File: src/rtl/pipe_ctrl_pkg.sv
// Shared types and constants for the pipeline hazard sequencer.
package pipe_ctrl_pkg;

    typedef enum logic [1:0] {
        RUN      = 2'd0,
        LD_STALL = 2'd1,
        REDIRECT = 2'd2,
        MEM_WAIT = 2'd3
    } state_t;

    localparam logic [4:0] REG_ZERO = 5'd0;

endpackage

File: src/rtl/pipe_hazard_ctrl_hazard_detect.sv
// Load-use comparator: the load in EX writes a register the ID instruction reads.
module hazard_detect
    import pipe_ctrl_pkg::*;
(
    input  logic [4:0] i_ifid_rs,
    input  logic [4:0] i_ifid_rt,
    input  logic       i_ifid_uses_rt,
    input  logic       i_idex_mem_read,
    input  logic [4:0] i_idex_rt,
    output logic       o_luse
);

    logic w_rs_hit;
    logic w_rt_hit;

    assign w_rs_hit = (i_idex_rt == i_ifid_rs);
    assign w_rt_hit = i_ifid_uses_rt & (i_idex_rt == i_ifid_rt);
    // Loads into $zero never create a dependency.
    assign o_luse   = i_idex_mem_read & (i_idex_rt != REG_ZERO) & (w_rs_hit | w_rt_hit);

endmodule

File: src/rtl/pipe_hazard_ctrl.sv
// Pipeline sequencer: PC / pipeline-register enables and flushes for a 5-stage MIPS.
// Optional performance counters are built when PIPE_HAZARD_CTRL_PERF_EN is defined.
module pipe_hazard_ctrl
    import pipe_ctrl_pkg::*;
#(
    parameter int WAIT_MAX = 15,
    parameter int CNT_W    = 32
)
(
    input  logic             clk,
    input  logic             rst,
    input  logic [4:0]       IFID_Rs,
    input  logic [4:0]       IFID_Rt,
    input  logic             IFID_UsesRt,
    input  logic             IDEX_MemRead,
    input  logic [4:0]       IDEX_Rt,
    input  logic             EXMEM_Jump,
    input  logic             EXMEM_Branch,
    input  logic             EXMEM_Bne,
    input  logic             EXMEM_zero,
    input  logic             mem_busy,
    output logic             PCWrite,
    output logic             PCSrc,
    output logic             IFID_Write,
    output logic             IFID_Flush,
    output logic             IDEX_Flush,
    output logic             EXMEM_Flush,
    output logic             pipe_en,
    output logic             mem_timeout,
    output logic [1:0]       state,
    output logic [CNT_W-1:0] stall_cnt,
    output logic [CNT_W-1:0] flush_cnt,
    output logic [CNT_W-1:0] wait_cnt
);

    localparam int             WR_W   = $clog2(WAIT_MAX + 2);
    localparam logic [WR_W-1:0] WR_SAT = WR_W'(WAIT_MAX + 1);
    localparam logic [WR_W-1:0] WR_MAX = WR_W'(WAIT_MAX);
    localparam logic [WR_W-1:0] WR_ONE = WR_W'(1);

    state_t          r_state;
    state_t          w_state_nxt;
    logic [WR_W-1:0] r_wait_run;
    logic [WR_W-1:0] w_wait_run_nxt;
    logic            r_timeout;
    logic            w_luse;
    logic            w_taken;
    logic            w_luse_ok;

    hazard_detect u_hazard_detect (
        .i_ifid_rs       (IFID_Rs),
        .i_ifid_rt       (IFID_Rt),
        .i_ifid_uses_rt  (IFID_UsesRt),
        .i_idex_mem_read (IDEX_MemRead),
        .i_idex_rt       (IDEX_Rt),
        .o_luse          (w_luse)
    );

    assign w_taken = EXMEM_Jump | (EXMEM_Branch & EXMEM_zero) | (EXMEM_Bne & ~EXMEM_zero);

    // Load-use only matters when EX does not already hold a bubble.
    always_comb begin
        w_luse_ok = 1'b0;
        case (r_state)
            RUN:      w_luse_ok = 1'b1;
            MEM_WAIT: w_luse_ok = 1'b1;
            LD_STALL: w_luse_ok = 1'b0;
            REDIRECT: w_luse_ok = 1'b0;
            default:  w_luse_ok = 1'b0;
        endcase
    end

    // Mealy control decode; reset forces bubbles into every stage.
    always_comb begin
        PCWrite     = 1'b1;
        PCSrc       = 1'b0;
        IFID_Write  = 1'b1;
        IFID_Flush  = 1'b0;
        IDEX_Flush  = 1'b0;
        EXMEM_Flush = 1'b0;
        pipe_en     = 1'b1;
        w_state_nxt = RUN;
        if (rst) begin
            PCWrite     = 1'b0;
            IFID_Write  = 1'b0;
            IFID_Flush  = 1'b1;
            IDEX_Flush  = 1'b1;
            EXMEM_Flush = 1'b1;
            w_state_nxt = RUN;
        end else if (mem_busy) begin
            PCWrite     = 1'b0;
            IFID_Write  = 1'b0;
            pipe_en     = 1'b0;
            w_state_nxt = MEM_WAIT;
        end else if (w_taken) begin
            PCSrc       = 1'b1;
            IFID_Flush  = 1'b1;
            IDEX_Flush  = 1'b1;
            EXMEM_Flush = 1'b1;
            w_state_nxt = REDIRECT;
        end else if (w_luse && w_luse_ok) begin
            PCWrite     = 1'b0;
            IFID_Write  = 1'b0;
            IDEX_Flush  = 1'b1;
            w_state_nxt = LD_STALL;
        end else begin
            w_state_nxt = RUN;
        end
    end

    // Consecutive busy-cycle run length, saturating just past the limit.
    always_comb begin
        w_wait_run_nxt = {WR_W{1'b0}};
        if (mem_busy) begin
            if (r_wait_run == WR_SAT) begin
                w_wait_run_nxt = WR_SAT;
            end else begin
                w_wait_run_nxt = r_wait_run + WR_ONE;
            end
        end else begin
            w_wait_run_nxt = {WR_W{1'b0}};
        end
    end

    // State, wait run and sticky timeout registers.
    always_ff @(posedge clk or posedge rst) begin
        if (rst) begin
            r_state    <= RUN;
            r_wait_run <= {WR_W{1'b0}};
            r_timeout  <= 1'b0;
        end else begin
            r_state    <= w_state_nxt;
            r_wait_run <= w_wait_run_nxt;
            r_timeout  <= r_timeout | (w_wait_run_nxt > WR_MAX);
        end
    end

    assign state       = r_state;
    assign mem_timeout = r_timeout;

`ifdef PIPE_HAZARD_CTRL_PERF_EN
    localparam logic [CNT_W-1:0] CNT_ONE = CNT_W'(1);

    logic             w_stall_evt;
    logic             w_flush_evt;
    logic [CNT_W-1:0] r_stall_cnt;
    logic [CNT_W-1:0] r_flush_cnt;
    logic [CNT_W-1:0] r_wait_cnt;

    assign w_flush_evt = ~mem_busy & w_taken;
    assign w_stall_evt = ~mem_busy & ~w_taken & w_luse & w_luse_ok;

    // Free-running event counters, wrapping naturally.
    always_ff @(posedge clk or posedge rst) begin
        if (rst) begin
            r_stall_cnt <= {CNT_W{1'b0}};
            r_flush_cnt <= {CNT_W{1'b0}};
            r_wait_cnt  <= {CNT_W{1'b0}};
        end else begin
            if (w_stall_evt) r_stall_cnt <= r_stall_cnt + CNT_ONE;
            else             r_stall_cnt <= r_stall_cnt;
            if (w_flush_evt) r_flush_cnt <= r_flush_cnt + CNT_ONE;
            else             r_flush_cnt <= r_flush_cnt;
            if (mem_busy)    r_wait_cnt  <= r_wait_cnt + CNT_ONE;
            else             r_wait_cnt  <= r_wait_cnt;
        end
    end

    assign stall_cnt = r_stall_cnt;
    assign flush_cnt = r_flush_cnt;
    assign wait_cnt  = r_wait_cnt;
`else
    assign stall_cnt = {CNT_W{1'b0}};
    assign flush_cnt = {CNT_W{1'b0}};
    assign wait_cnt  = {CNT_W{1'b0}};
`endif

endmodule

File: config.mk
export PLATFORM = sky130hd
export DESIGN_NAME = pipe_hazard_ctrl
export DESIGN_NICKNAME = d
export VERILOG_FILES = /design/src/rtl/pipe_ctrl_pkg.sv /design/src/rtl/pipe_hazard_ctrl_hazard_detect.sv /design/src/rtl/pipe_hazard_ctrl.sv
export SDC_FILE = /design/constraint.sdc
export NUM_CORES = 1
export LEC_CHECK = 0
export CORE_ASPECT_RATIO = 0.7
export CORE_MARGIN = 2
export CORE_UTILIZATION = 32
export CTS_BUF_LIST = sky130_fd_sc_hd__clkbuf_4 sky130_fd_sc_hd__clkbuf_8 sky130_fd_sc_hd__clkbuf_16
export DETAILED_ROUTE_END_ITERATION = 10
export GPL_TIMING_DRIVEN = 1
export MAX_ROUTING_LAYER = met4
export PLACE_DENSITY = 0.88
export SLEW_MARGIN = 5
export SYNTH_ARGS = -nofsm -noshare
export SYNTH_HDL_FRONTEND = slang
export SYNTH_SLANG_ARGS = --single-unit
File: constraint.sdc
create_clock -name clk -period 2.7 [get_ports clk]
set_input_delay 0.27 -clock clk [delete_from_list [all_inputs] [get_ports clk]]
set_output_delay 0.27 -clock clk [all_outputs]
set_load 0.02 [all_outputs]
* Word level (Yosys, flattened, before mapping)
Cells that the tools add are included.
Widths: inputs -> output; s select.
** Cells by class
- Add/subtract/negate cells :: 1
- Magnitude comparators :: 1
- Equal/unequal tests :: 6
- Muxes and demuxes :: 21
- Bitwise operators :: 10
- Reductions and logical operators :: 5
** Operator list (count)
- $mux 1 :: 15
- $eq 5x5->1 :: 2
- $mux 5 :: 2
- $mux 2 :: 3
- $add 5x1->5 const B :: 1
- $and 1x1->1 :: 5
- $eq 5x5->1 const B :: 1
- $gt 5x4->1 const B :: 1
- $reduce_bool 5->1 :: 1
- $eq 2x2->1 const B :: 2
- $or 1x1->1 :: 4
- $reduce_or 2->1 :: 2
- $eq 2x1->1 const B :: 1
- $logic_not 2->1 :: 1
- $pmux 1 s2 :: 1
- $logic_and 1x1->1 :: 1
- $not 1->1 :: 1
** Word-level totals
- Flip-flop bits (word level) :: 8
- Output and inout bits :: 106

* Logic depth before layout (Yosys ltp)
Gate-level depths: netlist of run 1.
- Word-level depth :: 9
- Mapped depth :: 6
- Mapped depth without buffers :: 6

* Modules after synthesis
A second synthesis of run 1 with hierarchy kept.
** Second synthesis, totals
- Cell total of the unflattened synthesis :: 157
- Area total of the unflattened synthesis :: 1282.5 sq um
** Modules (own cells, without submodules)
- pipe_hazard_ctrl :: instances 1, cells each 140, area each 1149.9 sq um, seq. area each 200.2 sq um
- hazard_detect :: instances 1, cells each 17, area each 132.6 sq um, seq. area each 0.0 sq um

* Worst setup path after synthesis of run 1
OpenSTA, ideal clock, no wires.
- Path kind :: in2out
- Start point :: in IDEX_Rt[3]
- End point :: out PCWrite
- Arrival time :: 1.451 ns
- Data required time :: 2.430 ns
- Slack :: 0.979 ns
- Stages on the path :: 5
- Cells stage by stage :: xor2_1 -> nor4_2 -> a32oi_1 -> o311a_1 -> buf_4
** Between the ends
- Cells in the longest elaborated chain, start to end :: 9
- Elaborated cells between the ends (all ways) :: 12
** RTL lines
- start, declared :: line pipe_hazard_ctrl.sv:16 : input logic [4:0] IDEX_Rt,
- $eq 5x5->1 :: line pipe_hazard_ctrl_hazard_detect.sv:17 : assign w_rt_hit = i_ifid_uses_rt & (i_idex_rt == i_ifid_rt);
- $and 1x1->1 :: line pipe_hazard_ctrl_hazard_detect.sv:17
- $or 1x1->1 :: line pipe_hazard_ctrl_hazard_detect.sv:19 : assign o_luse = i_idex_mem_read & (i_idex_rt != REG_ZERO) & (w_rs_hit | w_rt_hit);
- $and 1x1->1 * :: line pipe_hazard_ctrl_hazard_detect.sv:19
- $logic_and 1x1->1 * :: line pipe_hazard_ctrl.sv:101 : end else if (w_luse && w_luse_ok) begin
- $mux 1 * (4 in series)
- end, declared :: line pipe_hazard_ctrl.sv:22 : output logic PCWrite,
Every way passes the cells marked *; elsewhere a longest branch is shown, timed or not.

* Final worst setup path of run 1
- Start point :: in IDEX_Rt[3]
- End point :: out PCWrite
** Between the ends
- Cells in the longest elaborated chain, start to end :: 9
- Elaborated cells between the ends (all ways) :: 12
** RTL lines
- $eq 5x5->1 :: line pipe_hazard_ctrl_hazard_detect.sv:17
- $and 1x1->1 :: line pipe_hazard_ctrl_hazard_detect.sv:17
- $or 1x1->1 :: line pipe_hazard_ctrl_hazard_detect.sv:19
- $and 1x1->1 * :: line pipe_hazard_ctrl_hazard_detect.sv:19
- $logic_and 1x1->1 * :: line pipe_hazard_ctrl.sv:101
- $mux 1 * :: line pipe_hazard_ctrl.sv:101
- $mux 1 * :: line pipe_hazard_ctrl.sv:95 : end else if (w_taken) begin
- $mux 1 * :: line pipe_hazard_ctrl.sv:90 : end else if (mem_busy) begin
- $mux 1 * :: line pipe_hazard_ctrl.sv:83 : if (rst) begin
Marks and branches as above.

==> results.py, run 1 <==
metrics = {
    "run_status": {
        "run_status": "finished, final reports clean",
    },
    "critical_path": {
        "r2r_slack_ns": 1.33,
        "crit_path_max_fanout": 3,
        "worst_path_max_delay_cell": "clkdlybuf4s50_1",
        "path_buf_inv": 2,
        "critical_path_required_ns": 2.43,
        "crit_chain": "clkdlybuf4s50_1 > xor2_1 > nor4_2 > a32oi_2 > o311a_1 > clkdlybuf4s50_1",
        "timing.critical_path.slowest_cell_delay_ns": 0.54,
        "reg2reg_from": "r_wait_run[0]",
        "cp-end-kind": "output pin",
        "worstPathArrival_ns": 2.32,
        "r2r.worst_path.cells": 5,
        "regToRegEndpoint": "mem_timeout",
        "timing.setup.critical_path_class": "in2out",
        "crit_family": "buffers and inverters",
        "worst_setup_path_start_kind": "input port",
        "cpMostUsedCell": "clkdlybuf4s50_1",
    },
    "clock_network": {
        "htree_num_levels": 1,
        "tritoncts_clock_tree": "done",
        "cts.reportedPaths.clkPinSlew_ns": 0.04,
        "cts_made_buffers": 3,
        "root_buffer": "clkbuf_8",
        "clk_latency_ns": 0.22,
        "postCtsHoldBufs": 0,
        "cts_num_sinks": 8,
        "number_of_buffers_on_the_longest_clock_path": 2,
        "post-cts-setup-buffer-count": 0,
    },
    "logic_synthesis": {
        "synth_enable_flop_cells": 0,
        "ys_warn_count": 0,
        "synth-seq-cells": 8,
        "synth_cell_type_count": 27,
        "ys.flop_type": "dfrtp_1",
        "asyncSetResetFlopFracSynth_pct": 100,
        "syn-instance-count": 155,
        "seq_area_frac_synth_pct": 15.7,
        "mappedNetlistArea_um2": 1280,
        "avgSynthCellArea_um2": 8.23,
    },
    "die": {
        "coreArea_um2": 3870,
        "pin_count": 130,
        "rows": 19,
        "initial_utilization_pct": 32.9,
        "floorplan.die.width_um": 79.5,
        "die_height_um": 56.8,
        "floorplan.die_area_um2": 4520,
    },
    "sta": {
        "post-route-min-period_ns": 2.59,
        "min_period_over_period_pct": 95.9,
        "final.setup_skew_ns": 0.000702,
        "grt_setup_unrepaired": "no",
        "max_freq_mhz": 386,
        "fin_hold_ws_ns": 0.396,
        "slew_headroom_pct": 65.0,
        "slew_viol_final": 0,
        "setup_viol": 0,
        "sum_of_negative_setup_slack_ns": 0,
        "hold_violations": 0,
        "timing_worst_slew_pin_value_ns": 0.522,
    },
    "hold_path": {
        "worstHoldPathType": "in2async",
    },
    "pwr": {
        "combPwrFrac_pct": 45.7,
        "p_clk_share_pct": 28.2,
        "power_switching_share_pct": 43.4,
        "net_switching_power_of_the_design_mw": 0.221,
        "p_per_area_nw_per_um2": 379,
        "ir_worst_vdd_uv": 156,
        "power.static_leakage_nw": 0.713,
        "pwr-share-seq_pct": 26.1,
        "power.internal_mw": 0.288,
        "report.power.total_mw": 0.509,
    },
    "global_route": {
        "grt_start_max_net_pins": 12,
        "grt_overflow_total": 0,
        "grt_antenna_before_repair": 0,
        "grt_first_pass_wirelength_mm": 2.59,
        "first_global_vias": 605,
        "grt_use_total_pct": 7.56,
    },
    "detailed_routing": {
        "avgViaCountPerCell": 3.23,
        "route.antenna.remaining_nets": 0,
        "post-route-drc-count": 0,
        "detailroute.via_count": 774,
        "first_iter_violations": 4,
        "routedWlPerCell_um": 8.06,
        "wl_mm": 1.94,
        "detail_route.first_pass.iterations": 4,
    },
    "final_layout": {
        "nets": 216,
        "post_route_cells_drive_above_1_share_pct": 4.26,
        "insertedDiodeCount": 0,
        "synthToLayoutAreaGrowth_pct": 5.29,
    },
    "placed_design": {
        "post-dp-hpwl_mm": 1.71,
        "buffer_ports.inserted": 33,
        "place.gp.congestion": 0.671,
    },
    "job": {
        "cap_violations": 0,
    },
}
cell type report:
cell class                      count  area, um2
Tap cell                           52       65.1
Fill cell                         414       2530
Sequential cell                     8        200
Clock buffer                        3       41.3
Multi-Input combinational cell    139        686
Inverter                            5       18.8
Timing Repair Buffer               33        333
power by group through the flow:
stage                     Sequential, mW  Combinational, mW  Clock (mW)
after global placement             0.134              0.228           0
after global routing               0.134              0.250       0.149
final                              0.133              0.233       0.144
after CTS                          0.133              0.230       0.146
after floorplan                    0.137              0.270           0
after detailed placement           0.134              0.230           0
metrics by stage:
stage | area, um2 | util (%) | cells | setup slack, ns
detailed placement | 1290 | 33.4 | 237 | 0.0652
global placement | 1290 | 33.4 | 237 | 0.0917
finish | 1340 | 34.7 | 240 | 0.110
floorplan | 1630 | - | 250 | 0.979
global route | 1340 | 34.7 | 240 | 0.000521
CTS | 1330 | 34.4 | 240 | 0.0665
what timing repair did:
| item | in CTS | in global routing |
|---|---|---|
| endpoints found under the setup margin | 0 | 2 |
| hold endpoints to repair | 0 | 0 |
| gates resized for setup | 0 | 2 |
cell usage after synthesis (2+ instances only):
cell type  instances  area share [%]
nor2_1             5             1.5
inv_1              5             1.5
nand2_1            2            0.59
xnor2_1            2             1.4
xor2_1            11             7.5
nand3_1            2            0.78
dfrtp_1            8              16
buf_4             98              58
nor3_1             3             1.2
ha_1               2             2.0
how the worst max path moves through the flow:
stage                    start    endpoint  cells past startpoint
floorplan           IDEX_Rt[3]     PCWrite                      5
global placement    IDEX_Rt[3]  IFID_Write                      6
detailed placement  IDEX_Rt[3]  IFID_Write                      6
CTS                 IDEX_Rt[3]  IFID_Write                      6
global route        IDEX_Rt[3]     PCWrite                      6
finish              IDEX_Rt[3]     PCWrite                      6
routing by layer:
metal	up-vias	global-route usage (%)	routed length [um]
li1	362	-	-
met1	355	7.93	668
met5	-	-	0
met3	4	1.93	178
met4	0	2.22	14
met2	53	13.9	1070
cell usage in the layout, fill, tap and decap left out, drive strengths merged, types with 2 or more instances in the layout:
cell	netlist	routed
clkbuf	0	3
clkdlybuf4s50	0	32
conb	1	96
dfrtp	8	8
ha	2	2
inv	5	5
nand2	2	2
nand3	2	2
nor2	5	5
nor3	3	3
xnor2	2	2
xor2	11	11
cells by family after synthesis:
logic type	after synthesis	synth area share, %
buffers and inverters	103	59.1
and+or+nand+nor	19	8.14
xor gates and xnor gates	13	8.92
AOI/OAI and AO/OA	8	5.00
DFF	8	15.7
adders and majority gates	2	1.96
other	1	0.294
muxes	1	0.882
registers in the layout, summed over array words and instances (netlist names):
| register | flops |
|---|---|
| r_wait_run | 5 |
| mem_timeout | 1 |
| state | 2 |
Note: power is estimated with default switching activity, not from simulation.
==> run 2: changes to the inputs <==
--- a/config.mk
+++ b/config.mk
@@ -13,6 +13,7 @@
 export GPL_TIMING_DRIVEN = 1
 export MAX_ROUTING_LAYER = met4
 export PLACE_DENSITY = 0.88
+export REMOVE_ABC_BUFFERS = 1
 export SLEW_MARGIN = 5
 export SYNTH_ARGS = -nofsm -noshare
 export SYNTH_HDL_FRONTEND = slang
==> run 2 against run 1 <==
Net effect: first-iteration DRC count increased by 100%; combinational power about the same; register-to-register slack about the same; critical endpoint unchanged; critical path depth unchanged; global-route usage increased by 0.86 points; die area unchanged; worst setup slack got worse by 0.048 ns; clock power about the same; critical path type unchanged; worst hold slack improved by 0.0041 ns; flip-flop and latch count unchanged; highest routed layer unchanged; clock skew increased by 0.0016 ns; cell count increased by 0.42%.
==> results.py, run 2 (synthesis results as in run 1) <==
metrics = {
    "sta": {
        "setup_viol": 0,
        "post-route-min-period_ns": 2.64,
        "hold_violations": 0,
        "fin_hold_ws_ns": 0.400,
        "final.setup_skew_ns": 0.00231,
        "min_period_over_period_pct": 97.7,
        "max_freq_mhz": 379,
        "slew_viol_final": 0,
    },
    "global_route": {
        "first_global_vias": 599,
        "grt_start_max_net_pins": 12,
        "grt_use_total_pct": 8.43,
        "grt_first_pass_wirelength_mm": 2.73,
        "grt_antenna_before_repair": 0,
        "grt_overflow_total": 0,
    },
    "critical_path": {
        "r2r.worst_path.cells": 5,
        "crit_path_max_fanout": 3,
        "timing.setup.critical_path_class": "in2out",
        "regToRegEndpoint": "mem_timeout",
        "cpMostUsedCell": "clkdlybuf4s50_1",
        "critical_path_required_ns": 2.43,
        "worstPathArrival_ns": 2.37,
        "worst_setup_path_start_kind": "input port",
        "r2r_slack_ns": 1.34,
        "crit_chain": "clkdlybuf4s50_1 > xor2_1 > nor4_2 > a32oi_2 > o311a_1 > clkdlybuf4s50_1",
        "path_buf_inv": 2,
        "reg2reg_from": "r_wait_run[0]",
        "timing.critical_path.slowest_cell_delay_ns": 0.54,
        "cp-end-kind": "output pin",
        "crit_family": "buffers and inverters",
        "worst_path_max_delay_cell": "clkdlybuf4s50_1",
    },
    "pwr": {
        "pwr-share-seq_pct": 25.9,
        "p_clk_share_pct": 28.0,
        "power_switching_share_pct": 43.5,
        "combPwrFrac_pct": 46.0,
        "power.internal_mw": 0.290,
        "p_per_area_nw_per_um2": 379,
        "net_switching_power_of_the_design_mw": 0.223,
        "power.static_leakage_nw": 0.718,
        "ir_worst_vdd_uv": 136,
    },
    "final_layout": {
        "layout_commonest_cell": "conb_1",
        "flip_flop_count_of_the_largest_register_after_layout": 5,
        "insertedDiodeCount": 0,
        "most_used_cells_in_the_layout_excluding_fill_and_tap_cells": "96 x conb_1, 32 x clkdlybuf4s50_1, 11 x xor2_1",
        "largest_register": "r_wait_run",
        "post_route_cells_drive_above_1_share_pct": 4.76,
        "utilization_pct": 34.9,
        "stdcell_area_um2": 1350,
        "synthToLayoutAreaGrowth_pct": 5.88,
        "nets": 217,
    },
    "die": {
        "rows": 19,
        "floorplan.die_area_um2": 4520,
        "floorplan.die.width_um": 79.5,
        "die_height_um": 56.8,
        "initial_utilization_pct": 32.9,
        "coreArea_um2": 3870,
        "pin_count": 130,
    },
    "placed_design": {
        "dpl-instance-area_um2": 1300,
        "post-dp-hpwl_mm": 1.82,
        "place.gp.congestion": 0.894,
        "buffer_ports.inserted": 33,
    },
    "detailed_routing": {
        "route.antenna.remaining_nets": 0,
        "detail_route.first_pass.iterations": 4,
        "avgViaCountPerCell": 3.15,
        "routedWlPerCell_um": 8.62,
        "detailroute.via_count": 758,
        "first_iter_violations": 8,
        "post-route-drc-count": 0,
        "wl_mm": 2.08,
    },
    "clock_network": {
        "root_buffer": "clkbuf_8",
        "post_cts_resize_count": 0,
        "cts.reportedPaths.clkPinSlew_ns": 0.04,
        "clk_latency_ns": 0.23,
        "post-cts-setup-buffer-count": 0,
        "htree_num_levels": 1,
        "cts_made_buffers": 3,
        "number_of_buffers_on_the_longest_clock_path": 2,
        "cts_num_sinks": 8,
        "tritoncts_clock_tree": "done",
        "postCtsHoldBufs": 0,
    },
    "hold_path": {
        "worstHoldPathType": "in2async",
    },
    "run_status": {
        "run_status": "finished, final reports clean",
    },
    "job": {
        "cap_violations": 0,
    },
}
[run 2: cell count changes in the layout (fill, tap and decap cells not counted), sizes merged]
cell  change
buf       +1
[run 2: power by group through the flow]
stage | clock, mW | sequential, mW | combinational [mW]
after floorplan | 0 | 0.137 | 0.160
after global placement | 0 | 0.134 | 0.229
after detailed placement | 0 | 0.135 | 0.232
after CTS | 0.148 | 0.133 | 0.232
after global routing | 0.159 | 0.134 | 0.254
final | 0.144 | 0.133 | 0.236
[run 2: per-stage QoR]
stage	TNS, ns	std cells	power, mW	worst slack [ns]
3_5_place_dp	0	238	0.366	0.0837
5_1_grt	-0.0545	241	0.546	-0.0545
6_report	0	241	0.513	0.0620
4_1_cts	0	241	0.514	0.0768
2_1_floorplan	0	152	0.297	0.632
3_3_place_gp	0	238	0.364	0.0935
[run 2: worst max path at each step]
| stage | cells past startpoint | end | start | slack (ns) |
|---|---|---|---|---|
| 6_report | 6 | PCWrite | IDEX_Rt[3] | 0.06 |
| 5_1_grt | 6 | PCWrite | IDEX_Rt[1] | -0.05 |
| 3_5_place_dp | 6 | IFID_Write | IDEX_Rt[3] | 0.08 |
| 4_1_cts | 6 | IFID_Write | IDEX_Rt[3] | 0.08 |
| 2_1_floorplan | 4 | IDEX_Flush | EXMEM_Bne | 0.63 |
| 3_3_place_gp | 6 | IFID_Write | IDEX_Rt[3] | 0.09 |
[run 2: cell type report]
class | count | area (um2)
tap | 52 | 65.1
timing repair buffer | 34 | 340
clock buffer | 3 | 41.3
inverter | 5 | 18.8
sequential | 8 | 200
multi-input combinational | 139 | 686
fill | 405 | 2520
[run 2: metal layers]
layer	global-route usage [%]	routed length, um	part of all wire (%)	vias to the layer above
met5	-	0	0	-
met4	7.39	62	3.0	0
met3	1.29	165	7.9	4
met2	13.3	1120	54	43
met1	9.19	727	35	351
li1	-	-	-	360
